$ cat src/rtl/pe_pkg.sv
// pe_pkg: shared definitions for the MAC processing element.
// Holds the 2-bit operating-mode type and its four encodings.
package pe_pkg;

    typedef logic [1:0] mode_t;

    localparam mode_t SINGLE   = 2'd0;  // local multiply-accumulate
    localparam mode_t LOAD     = 2'd1;  // capture a stationary weight
    localparam mode_t SYSTOLIC = 2'd2;  // psum_i + act_i * stored weight
    localparam mode_t IDLE     = 2'd3;  // hold everything

endpackage

$ cat src/rtl/pe_mac_param_if.sv
// pe_mac_param_if: data/control bundle of one processing element.
//   mode_i, valid_i, act_i, wt_i, psum_i, clr_i : into the PE
//   act_o, valid_o, psum_o, out_valid_o, ovf_o  : out of the PE
// master = the driver of the PE (upstream logic / testbench), slave = the PE.
interface pe_mac_param_if
    import pe_pkg::*;
#(
    parameter int DATA_W = 8,
    parameter int ACC_W  = 20
);
    mode_t                     mode_i;
    logic                      valid_i;
    logic signed [DATA_W-1:0]  act_i;
    logic signed [DATA_W-1:0]  wt_i;
    logic signed [ACC_W-1:0]   psum_i;
    logic                      clr_i;

    logic signed [DATA_W-1:0]  act_o;
    logic                      valid_o;
    logic signed [ACC_W-1:0]   psum_o;
    logic                      out_valid_o;
    logic                      ovf_o;

    modport master (
        output mode_i, valid_i, act_i, wt_i, psum_i, clr_i,
        input  act_o, valid_o, psum_o, out_valid_o, ovf_o
    );

    modport slave (
        input  mode_i, valid_i, act_i, wt_i, psum_i, clr_i,
        output act_o, valid_o, psum_o, out_valid_o, ovf_o
    );
endinterface

$ cat src/rtl/pe_sat_add.sv
// pe_sat_add: W-bit signed adder with overflow detection.
//   a, b : signed addends
//   sum  : a + b, clamped to the signed range when SAT_EN != 0, wrapped otherwise
//   ovf  : the true result did not fit in W signed bits
module pe_sat_add #(
    parameter int W      = 20,
    parameter int SAT_EN = 1
) (
    input  logic signed [W-1:0] a,
    input  logic signed [W-1:0] b,
    output logic signed [W-1:0] sum,
    output logic                ovf
);
    logic signed [W:0] wide;

    // One guard bit: the exact sum differs from its W-bit truncation
    // exactly when the top two bits of the W+1-bit sum disagree.
    // NOTE: every output of an always_comb gets a value on every path
    // (defaults first), otherwise a latch is inferred.
    always_comb begin
        wide = {a[W-1], a} + {b[W-1], b};
        ovf  = wide[W] ^ wide[W-1];
        sum  = wide[W-1:0];
        if (ovf && (SAT_EN != 0)) begin
            // Sign of the exact result picks the rail.
            sum = wide[W] ? {1'b1, {(W-1){1'b0}}} : {1'b0, {(W-1){1'b1}}};
        end
    end
endmodule

$ cat src/rtl/pe_mac_param.sv
// pe_mac_param: parameterised signed MAC processing element.
//   clk : rising-edge clock
//   rst : asynchronous active-high reset
//   bus : pe_mac_param_if slave (mode/valid/act/wt/psum/clr in,
//         act/valid forward, psum result, out_valid, sticky ovf out)
// SINGLE accumulates act*wt locally, LOAD captures a stationary weight,
// SYSTOLIC adds act*weight onto psum_i, IDLE freezes the element.
module pe_mac_param
    import pe_pkg::*;
#(
    parameter int DATA_W = 8,
    parameter int ACC_W  = 20,
    parameter int SAT_EN = 1
) (
    input  logic          clk,
    input  logic          rst,
    pe_mac_param_if.slave bus
);
    generate
        if (ACC_W < 2 * DATA_W) begin : g_width_check
            $error("pe_mac_param: ACC_W must be at least 2*DATA_W");
        end
    endgenerate

    logic signed [DATA_W-1:0]   wt_q;
    logic signed [ACC_W-1:0]    acc_q;

    logic                       do_single;
    logic                       do_load;
    logic                       do_sys;
    logic signed [DATA_W-1:0]   mul_b;
    logic signed [2*DATA_W-1:0] prod;
    logic signed [ACC_W-1:0]    prod_ext;
    logic signed [ACC_W-1:0]    add_a;
    logic signed [ACC_W-1:0]    add_sum;
    logic                       add_ovf;

    // SINGLE and SYSTOLIC never happen in the same cycle, so one
    // multiplier and one adder serve both paths with muxed operands.
    always_comb begin
        do_single = bus.valid_i && (bus.mode_i == SINGLE);
        do_load   = bus.valid_i && (bus.mode_i == LOAD);
        do_sys    = bus.valid_i && (bus.mode_i == SYSTOLIC);
        mul_b     = do_single ? bus.wt_i : wt_q;
        prod      = bus.act_i * mul_b;
        prod_ext  = ACC_W'(prod);
        // Clear together with a SINGLE add starts the accumulator from zero.
        if (do_single) begin
            add_a = bus.clr_i ? '0 : acc_q;
        end else begin
            add_a = bus.psum_i;
        end
    end

    pe_sat_add #(
        .W      (ACC_W),
        .SAT_EN (SAT_EN)
    ) u_add (
        .a   (add_a),
        .b   (prod_ext),
        .sum (add_sum),
        .ovf (add_ovf)
    );

    // NOTE: state registers use non-blocking assignments so every flop
    // samples pre-edge values regardless of statement order.
    always_ff @(posedge clk or posedge rst) begin
        if (rst) begin
            bus.act_o       <= '0;
            bus.valid_o     <= 1'b0;
            bus.psum_o      <= '0;
            bus.out_valid_o <= 1'b0;
            bus.ovf_o       <= 1'b0;
            acc_q           <= '0;
            wt_q            <= '0;
        end else begin
            if (bus.mode_i != IDLE) begin
                bus.act_o   <= bus.act_i;
                bus.valid_o <= bus.valid_i;
            end

            bus.out_valid_o <= do_single || do_sys;

            if (do_load) begin
                wt_q       <= bus.wt_i;
                bus.psum_o <= ACC_W'(bus.wt_i);
            end

            if (do_single || do_sys) begin
                bus.psum_o <= add_sum;
                // A clear in the same cycle drops the old flag; only this add counts.
                bus.ovf_o  <= (bus.ovf_o && !bus.clr_i) || add_ovf;
            end else if (bus.clr_i) begin
                bus.ovf_o  <= 1'b0;
            end

            if (do_single) begin
                acc_q <= add_sum;
            end else if (bus.clr_i) begin
                acc_q <= '0;
            end
        end
    end
endmodule

$ cat src/flat_wrapper.sv
// flat-port wrapper written by rule: the top's interface ports become plain ports
module pe_mac_param_flat import pe_pkg::*;
#(
    parameter int DATA_W = 8,
    parameter int ACC_W  = 20,
    parameter int SAT_EN = 1
)
  (clk, rst, bus_mode_i, bus_valid_i, bus_act_i, bus_wt_i, bus_psum_i, bus_clr_i, bus_act_o, bus_valid_o, bus_psum_o, bus_out_valid_o, bus_ovf_o);
  pe_mac_param_if #(.DATA_W(DATA_W), .ACC_W(ACC_W)) bus_i ();
  input  logic clk;
  input  logic rst;
  input wire logic [$bits(bus_i.mode_i)-1:0] bus_mode_i;
  input wire logic [$bits(bus_i.valid_i)-1:0] bus_valid_i;
  input wire logic [$bits(bus_i.act_i)-1:0] bus_act_i;
  input wire logic [$bits(bus_i.wt_i)-1:0] bus_wt_i;
  input wire logic [$bits(bus_i.psum_i)-1:0] bus_psum_i;
  input wire logic [$bits(bus_i.clr_i)-1:0] bus_clr_i;
  output wire logic [$bits(bus_i.act_o)-1:0] bus_act_o;
  output wire logic [$bits(bus_i.valid_o)-1:0] bus_valid_o;
  output wire logic [$bits(bus_i.psum_o)-1:0] bus_psum_o;
  output wire logic [$bits(bus_i.out_valid_o)-1:0] bus_out_valid_o;
  output wire logic [$bits(bus_i.ovf_o)-1:0] bus_ovf_o;
  assign bus_i.mode_i = bus_mode_i;
  assign bus_i.valid_i = bus_valid_i;
  assign bus_i.act_i = bus_act_i;
  assign bus_i.wt_i = bus_wt_i;
  assign bus_i.psum_i = bus_psum_i;
  assign bus_i.clr_i = bus_clr_i;
  assign bus_act_o = bus_i.act_o;
  assign bus_valid_o = bus_i.valid_o;
  assign bus_psum_o = bus_i.psum_o;
  assign bus_out_valid_o = bus_i.out_valid_o;
  assign bus_ovf_o = bus_i.ovf_o;
  pe_mac_param #(.DATA_W(DATA_W), .ACC_W(ACC_W), .SAT_EN(SAT_EN)) u_core (.clk(clk), .rst(rst), .bus(bus_i));
endmodule
$ cat config.mk
export PLATFORM = sky130hd
export DESIGN_NAME = pe_mac_param_flat
export DESIGN_NICKNAME = d
export VERILOG_FILES = /design/src/rtl/pe_pkg.sv /design/src/rtl/pe_mac_param_if.sv /design/src/rtl/pe_sat_add.sv /design/src/rtl/pe_mac_param.sv /design/src/flat_wrapper.sv
export SDC_FILE = /design/constraint.sdc
export NUM_CORES = 1
export LEC_CHECK = 0
export ABC_AREA = 1
export CAP_MARGIN = 20
export CORE_MARGIN = 10
export CORE_UTILIZATION = 50
export CTS_BUF_LIST = sky130_fd_sc_hd__clkbuf_4 sky130_fd_sc_hd__clkbuf_8 sky130_fd_sc_hd__clkbuf_16
export DETAILED_ROUTE_END_ITERATION = 12
export GPL_TIMING_DRIVEN = 0
export PLACE_DENSITY_LB_ADDON = 0.12
export SLEW_MARGIN = 20
export SYNTH_ARGS = -nofsm -noshare
export SYNTH_HDL_FRONTEND = slang
export SYNTH_HIERARCHICAL = 1
export SYNTH_SLANG_ARGS = --single-unit
$ cat constraint.sdc
create_clock -name clk -period 7.1 [get_ports clk]
set_clock_uncertainty 0.2 [all_clocks]
set_input_delay 1.065 -clock clk [delete_from_list [all_inputs] [get_ports clk]]
set_output_delay 1.065 -clock clk [all_outputs]
set_load 0.005 [all_outputs]
* Word level (Yosys, flattened, before mapping) *
Index checks and enable logic that the tools add are counted.

word-level totals
  bits in writable memories = 0
  register bits = 59
  bits in latches = 0
  logic and storage cells = 33
  memories = 0
  output and inout port bits = 31
  bits of input ports = 42
  bits in read-only memories = 0

operators by class
  multiply operators = 1
  shift-type cells = 0
  mux-type cells = 10
  bitwise gates (word level) = 1
  div/mod/pow operators = 0
  magnitude comparators = 0
  eq/ne operators = 3
  add/sub/neg operators = 1
  reduce and logical (&&, ||, !) cells = 10

operator list
  cell                number
  $mux 20             7
  $add 20x16->21      1
  $mul 8x8->16        1
  $mux 8              1
  $logic_and 1x1->1   4
  $reduce_bool 2->1   2
  $eq 2x1->1 const B  1
  $eq 2x2->1 const B  1
  $logic_not 2->1     1
  $logic_or 1x1->1    2
  $mux 1              2
  $ne 2x2->1 const B  1
  $logic_not 1->1     1
  $xor 1x1->1         1

* Depth between registers and ports, before layout *
  depth in word-level cells = 8
  depth in mapped cells = 41
  depth with buffers taken out = 39

* Hierarchy *
Netlist, hierarchy kept.

modules (own cells, without submodules)
  module        area each (um2)  times used  cells an instance  sequential area each (um2)
  pe_mac_param  5416.4           1           711                1476.4
  pe_sat_add    1531.5           1           285                0.0

* Least setup slack after synthesis *
OpenSTA, ideal clock, no wires.

  path kind = input port to flip-flop
  from = input bus_mode_i[1]
  to = register u_core.bus.psum_o[4]
  setup time = 0.123 ns
  buffers on the path = 2
  stages = 35
  setup slack = 0.148 ns
  arrival time = 6.629 ns
  data required time = 6.777 ns
  cells stage by stage = buf_2 inv_2 nand3_2 inv_2 or2_1 o21ai_2 inv_2 nand2_1 fa_1 inv_1 fa_1 inv_1 fa_1 fa_1 inv_1 ha_1 nand2_1 inv_1 a21oi_1 nand2_1 nor2_1 nand2_1 nand2_1 ha_1 a21oi_1 a21oi_1 nor2_1 nand4_1 nand2_2 nand2_2 buf_6 nand2_1 nand2_1 o21ai_0 nand2_1

between the ends
  longest elaborated chain between the ends = 8
  elaborated cells on any way between the ends = 16
  classes of those cells = add/sub (1); mul (1); eq/ne (2); mux (5); bitwise (1); reduce/logical (6)

RTL lines
  item                                    RTL line                            RTL
  start: declaration                      flat_wrapper.sv:12                  input wire logic [$bits(bus_i.mode_i)-1:0] bus_mode_i;
  $logic_not 2->1 *                       pe_mac_param.sv:41                  do_single = bus.valid_i && (bus.mode_i == SINGLE);
  $logic_and 1x1->1 *                     pe_mac_param.sv:41
  $mux 8 *                                pe_mac_param.sv:44                  mul_b = do_single ? bus.wt_i : wt_q;
  $mul 8x8->16 *                          pe_mac_param.sv:45                  prod = bus.act_i * mul_b;
  via u_core.prod[15]                     pe_mac_param.sv:32                  logic signed [2*DATA_W-1:0] prod;
  $add 20x16->21 *                        pe_sat_add.sv:21                    wide = {a[W-1], a} + {b[W-1], b};
  $mux 20 or $xor 1x1->1 (tied branches)  pe_sat_add.sv:26, pe_sat_add.sv:22
  $mux 20 *                               pe_sat_add.sv:24                    if (ovf && (SAT_EN != 0)) begin
  via u_core.add_sum[4]                   pe_mac_param.sv:35                  logic signed [ACC_W-1:0] add_sum;
  $mux 20 *                               pe_mac_param.sv:89                  if (do_single || do_sys) begin
  end signal: assignment                  pe_mac_param.sv:86                  bus.psum_o <= ACC_W'(bus.wt_i);
  end signal: assignment                  pe_mac_param.sv:90                  bus.psum_o <= add_sum;
  end: declaration                        pe_mac_param_if.sv:31               output act_o, valid_o, psum_o, out_valid_o, ovf_o

Mark *: on every way through the listed nets, which the timed path passes. The rest lies on a longest branch.
A chain may end at the register's enable or synchronous reset.

* Final worst setup path *
  from = input bus_mode_i[1]
  to = register u_core.acc_q[13]

between the ends
  longest elaborated chain between the ends = 8
  elaborated cells on any way between the ends = 10
  classes of those cells = add/sub (1); mul (1); mux (5); bitwise (1); reduce/logical (2)

RTL lines
  item                                    RTL line                            RTL
  $logic_not 2->1 *                       pe_mac_param.sv:41
  $logic_and 1x1->1 *                     pe_mac_param.sv:41
  $mux 8 *                                pe_mac_param.sv:44
  $mul 8x8->16 *                          pe_mac_param.sv:45
  via u_core.prod[15]                     pe_mac_param.sv:32
  $add 20x16->21 *                        pe_sat_add.sv:21
  $mux 20 or $xor 1x1->1 (tied branches)  pe_sat_add.sv:26, pe_sat_add.sv:22
  $mux 20 *                               pe_sat_add.sv:24
  via u_core.add_sum[13]                  pe_mac_param.sv:35
  $mux 20 *                               pe_mac_param.sv:97                  if (do_single) begin
  end signal: assignment                  pe_mac_param.sv:98                  acc_q <= add_sum;
  end: declaration                        pe_mac_param.sv:26                  logic signed [ACC_W-1:0] acc_q;

Marks and branches as above.

==> reports/results.txt <==
vias in the first global route - 6250
crit-path max cell delay - 0.55 ns
Nets - 1246
Root Driver - clkbuf_16
Startpoint Class - primary input
register area share after synthesis - 21.2%
cts bufs inserted - 9
fmax - 145 MHz
Worst Path Arrival - 6.93 ns
Place WS - -1.22 ns
Tcrit/Tclk final - 97.0%
worst-skew pair later-pin latency - 0.33 ns
Syn Nets - 1143
Final GP Congestion - 0.923
CP endpoint kind - flip-flop
DP Area - 7900 µm²
Core Area - 13800 µm²
CTS sink cnt - 59
Post-synth EDFFs - 0
Finish-stage setup viols - 0
syn_area_per_cell - 6.98 µm²
flops & latches, synth - 59
die width - 138 µm
Critical Path Source - bus_mode_i[1]
worst hold path cell count - 2
GRT Total Usage - 20.3%
DRT iter0 DRCs - 452
Die Span Y - 138 µm
Max Fanout on Critical Path - 10
Mapped Cells - 996
HP Class - flip-flop to flip-flop
first-pass GRT wire length - 30800 µm
TritonRoute pass-1 iters - 5
routed length on met3 - 1490 µm
Inserted Diodes - 0
critical path class - primary input to flip-flop
R2R Path End - u_core/acc_q[13]$_DFF_PP0_
Post-DRT Antenna Nets - 0
die area - 19000 µm²
worst r2r src - u_core/wt_q[2]$_DFFE_PP0P_
worst endpoint required time - 7.14 ns
num rows - 43
Post-synth ARST share - 100%
Layout area overhead - 27.8%
largest net degree at the start of global routing - 40
Yosys cell types - 39
I/O Buffers - 70
top routing layer used - met4
layout cells sized above 1 - 17.5%
fin. max-slew vios - 0
DRC - 0
clk slew on worst S/H paths - 0.05 ns
antenna violations before repair - 0
end point of the critical path - u_core/acc_q[13]$_DFF_PP0_
number of H-tree levels - 3
Final Critical Period - 6.89 ns
hpwl dp - 15300 µm
total grt overflow - 0
wire per inst - 15.1 µm
routed length on met1 - 8590 µm
cts hold-fix bufs - 0
CTS tree - done
Final Worst Setup Slack - 0.210 ns
commonest non-fill, non-tap cell in the layout - nand2_1
placed instance count - 1247
Finished Cell Area - 8880 µm²
Worst path slowest cell - fa_1
clock tree buffer depth - 2
warning count from the yosys run - 6
final hold violations - 0
actual slew at the worst max-slew pin - 0.677 ns
Initial Util - 50.4%
R2R depth - 30
fin cells - 1283
max_slew headroom - 54.4%
I/O pin count - 73
DR vias - 6637
Routed WL - 19300 µm
status - finished clean
Cell Area, Synth - 6950 µm²
commonest cells after routing, fill and taps aside - 300 x nand2_1, 151 x inv_1, 84 x nor2_1, 67 x clkdlybuf4s50_1, 59 x dfrtp_1
Avg Vias per Cell - 5.17
Max Cap Viol - 0
Main synth FF type - dfrtp_1
FF-to-FF setup slack - 0.99 ns
met2 wire len - 9000 µm
-- critical path, delay by kind of cell --
kind,cells,cell delay [ns]
adders and majority gates,6,2.63
buffers and inverters,9,1.00
AOI/OAI and AO/OA,2,0.45
and+or+nand+nor,17,1.75
-- synth_stat cells (all sizes together), types with 2 or more instances --
cell type,number,area [µm²]
or2,5,33.8
o21bai,5,37.5
clkbuf,7,37.5
ha,49,613
xnor2,5,43.8
a21oi,59,295
o21ai,50,314
a21o,3,22.5
o22ai,5,31.3
dfrtp,59,1480
inv,173,652
xor2,14,123
nand4,8,50.1
nor2,101,399
nor3,2,10.0
clkinv,2,7.51
nand2,339,1330
fa,56,1120
and2,2,12.5
nand3,32,175
buf,17,135
-- stage by stage --
step	hold slack (ns)	TNS, ns	util, %
2_1_floorplan	0.245	0	-
4_1_cts	0.280	0	61.7
3_5_place_dp	0.267	-43.94	57.3
6_report	0.277	0	64.5
3_3_place_gp	0.263	-42.95	57.2
5_1_grt	0.304	-0.744	64.5
-- sequential cells by signal, indices dropped and copies added (netlist names) --
register                flops
u_core/bus.act_o            8
u_core/acc_q               20
u_core/bus.valid_o          1
u_core/bus.ovf_o            1
u_core/wt_q                 8
u_core/bus.out_valid_o      1
u_core/bus.psum_o          20
-- cells by family after synthesis --
group / count (synthesis) / share of synthesized area, %
and+or+nand+nor: 490 / 29.1
AOI/OAI and AO/OA: 124 / 10.3
adders and majority gates: 105 / 25.0
buffers and inverters: 199 / 12.0
xor gates and xnor gates: 19 / 2.40
DFF: 59 / 21.2
-- cell type report --
type                            count  area (µm²)
Fill cell                        1281        4890
Timing Repair Buffer               92         906
Tap cell                          180         225
Clock inverter                      2        35.0
Inverter                          175         674
Clock buffer                       13         268
Sequential cell                    59        1480
Multi-Input combinational cell    738        5100
Buffer                             24         196
-- metal layers --
| layer | vias up | global-route usage, % |
|---|---|---|
| met2 | 214 | 31.8 |
| met1 | 3142 | 29.2 |
| met5 | - | 0 |
| met3 | 22 | 2.83 |
| li1 | 3259 | - |
| met4 | 0 | 4.46 |
-- what timing repair did --
item | in CTS | in global routing
pin swaps | 14 | 34
gates resized for setup | 38 | 86
setup endpoints to repair | 41 | 41
gates cloned | 0 | 1
buffers inserted | 14 | 6
hold endpoints to repair | 0 | 0
-- worst min path at each step --
| stage | startpoint | endpoint | slack [ns] |
|---|---|---|---|
| 5_1_grt | u_core/bus.psum_o[4]$_DFFE_PP0P_ | u_core/bus.psum_o[4]$_DFFE_PP0P_ | 0.30 |
| 4_1_cts | u_core/bus.psum_o[1]$_DFFE_PP0P_ | u_core/bus.psum_o[1]$_DFFE_PP0P_ | 0.28 |
| 6_report | u_core/bus.psum_o[6]$_DFFE_PP0P_ | u_core/bus.psum_o[6]$_DFFE_PP0P_ | 0.28 |
| 2_1_floorplan | u_core/wt_q[2]$_DFFE_PP0P_ | u_core/wt_q[2]$_DFFE_PP0P_ | 0.25 |
| 3_5_place_dp | u_core/bus.psum_o[1]$_DFFE_PP0P_ | u_core/bus.psum_o[1]$_DFFE_PP0P_ | 0.27 |
| 3_3_place_gp | u_core/bus.psum_o[4]$_DFFE_PP0P_ | u_core/bus.psum_o[4]$_DFFE_PP0P_ | 0.26 |
Power is left out: the tool's default activity adds up to more than one toggle a clock period on the data nets, which glitch-free logic cannot reach.
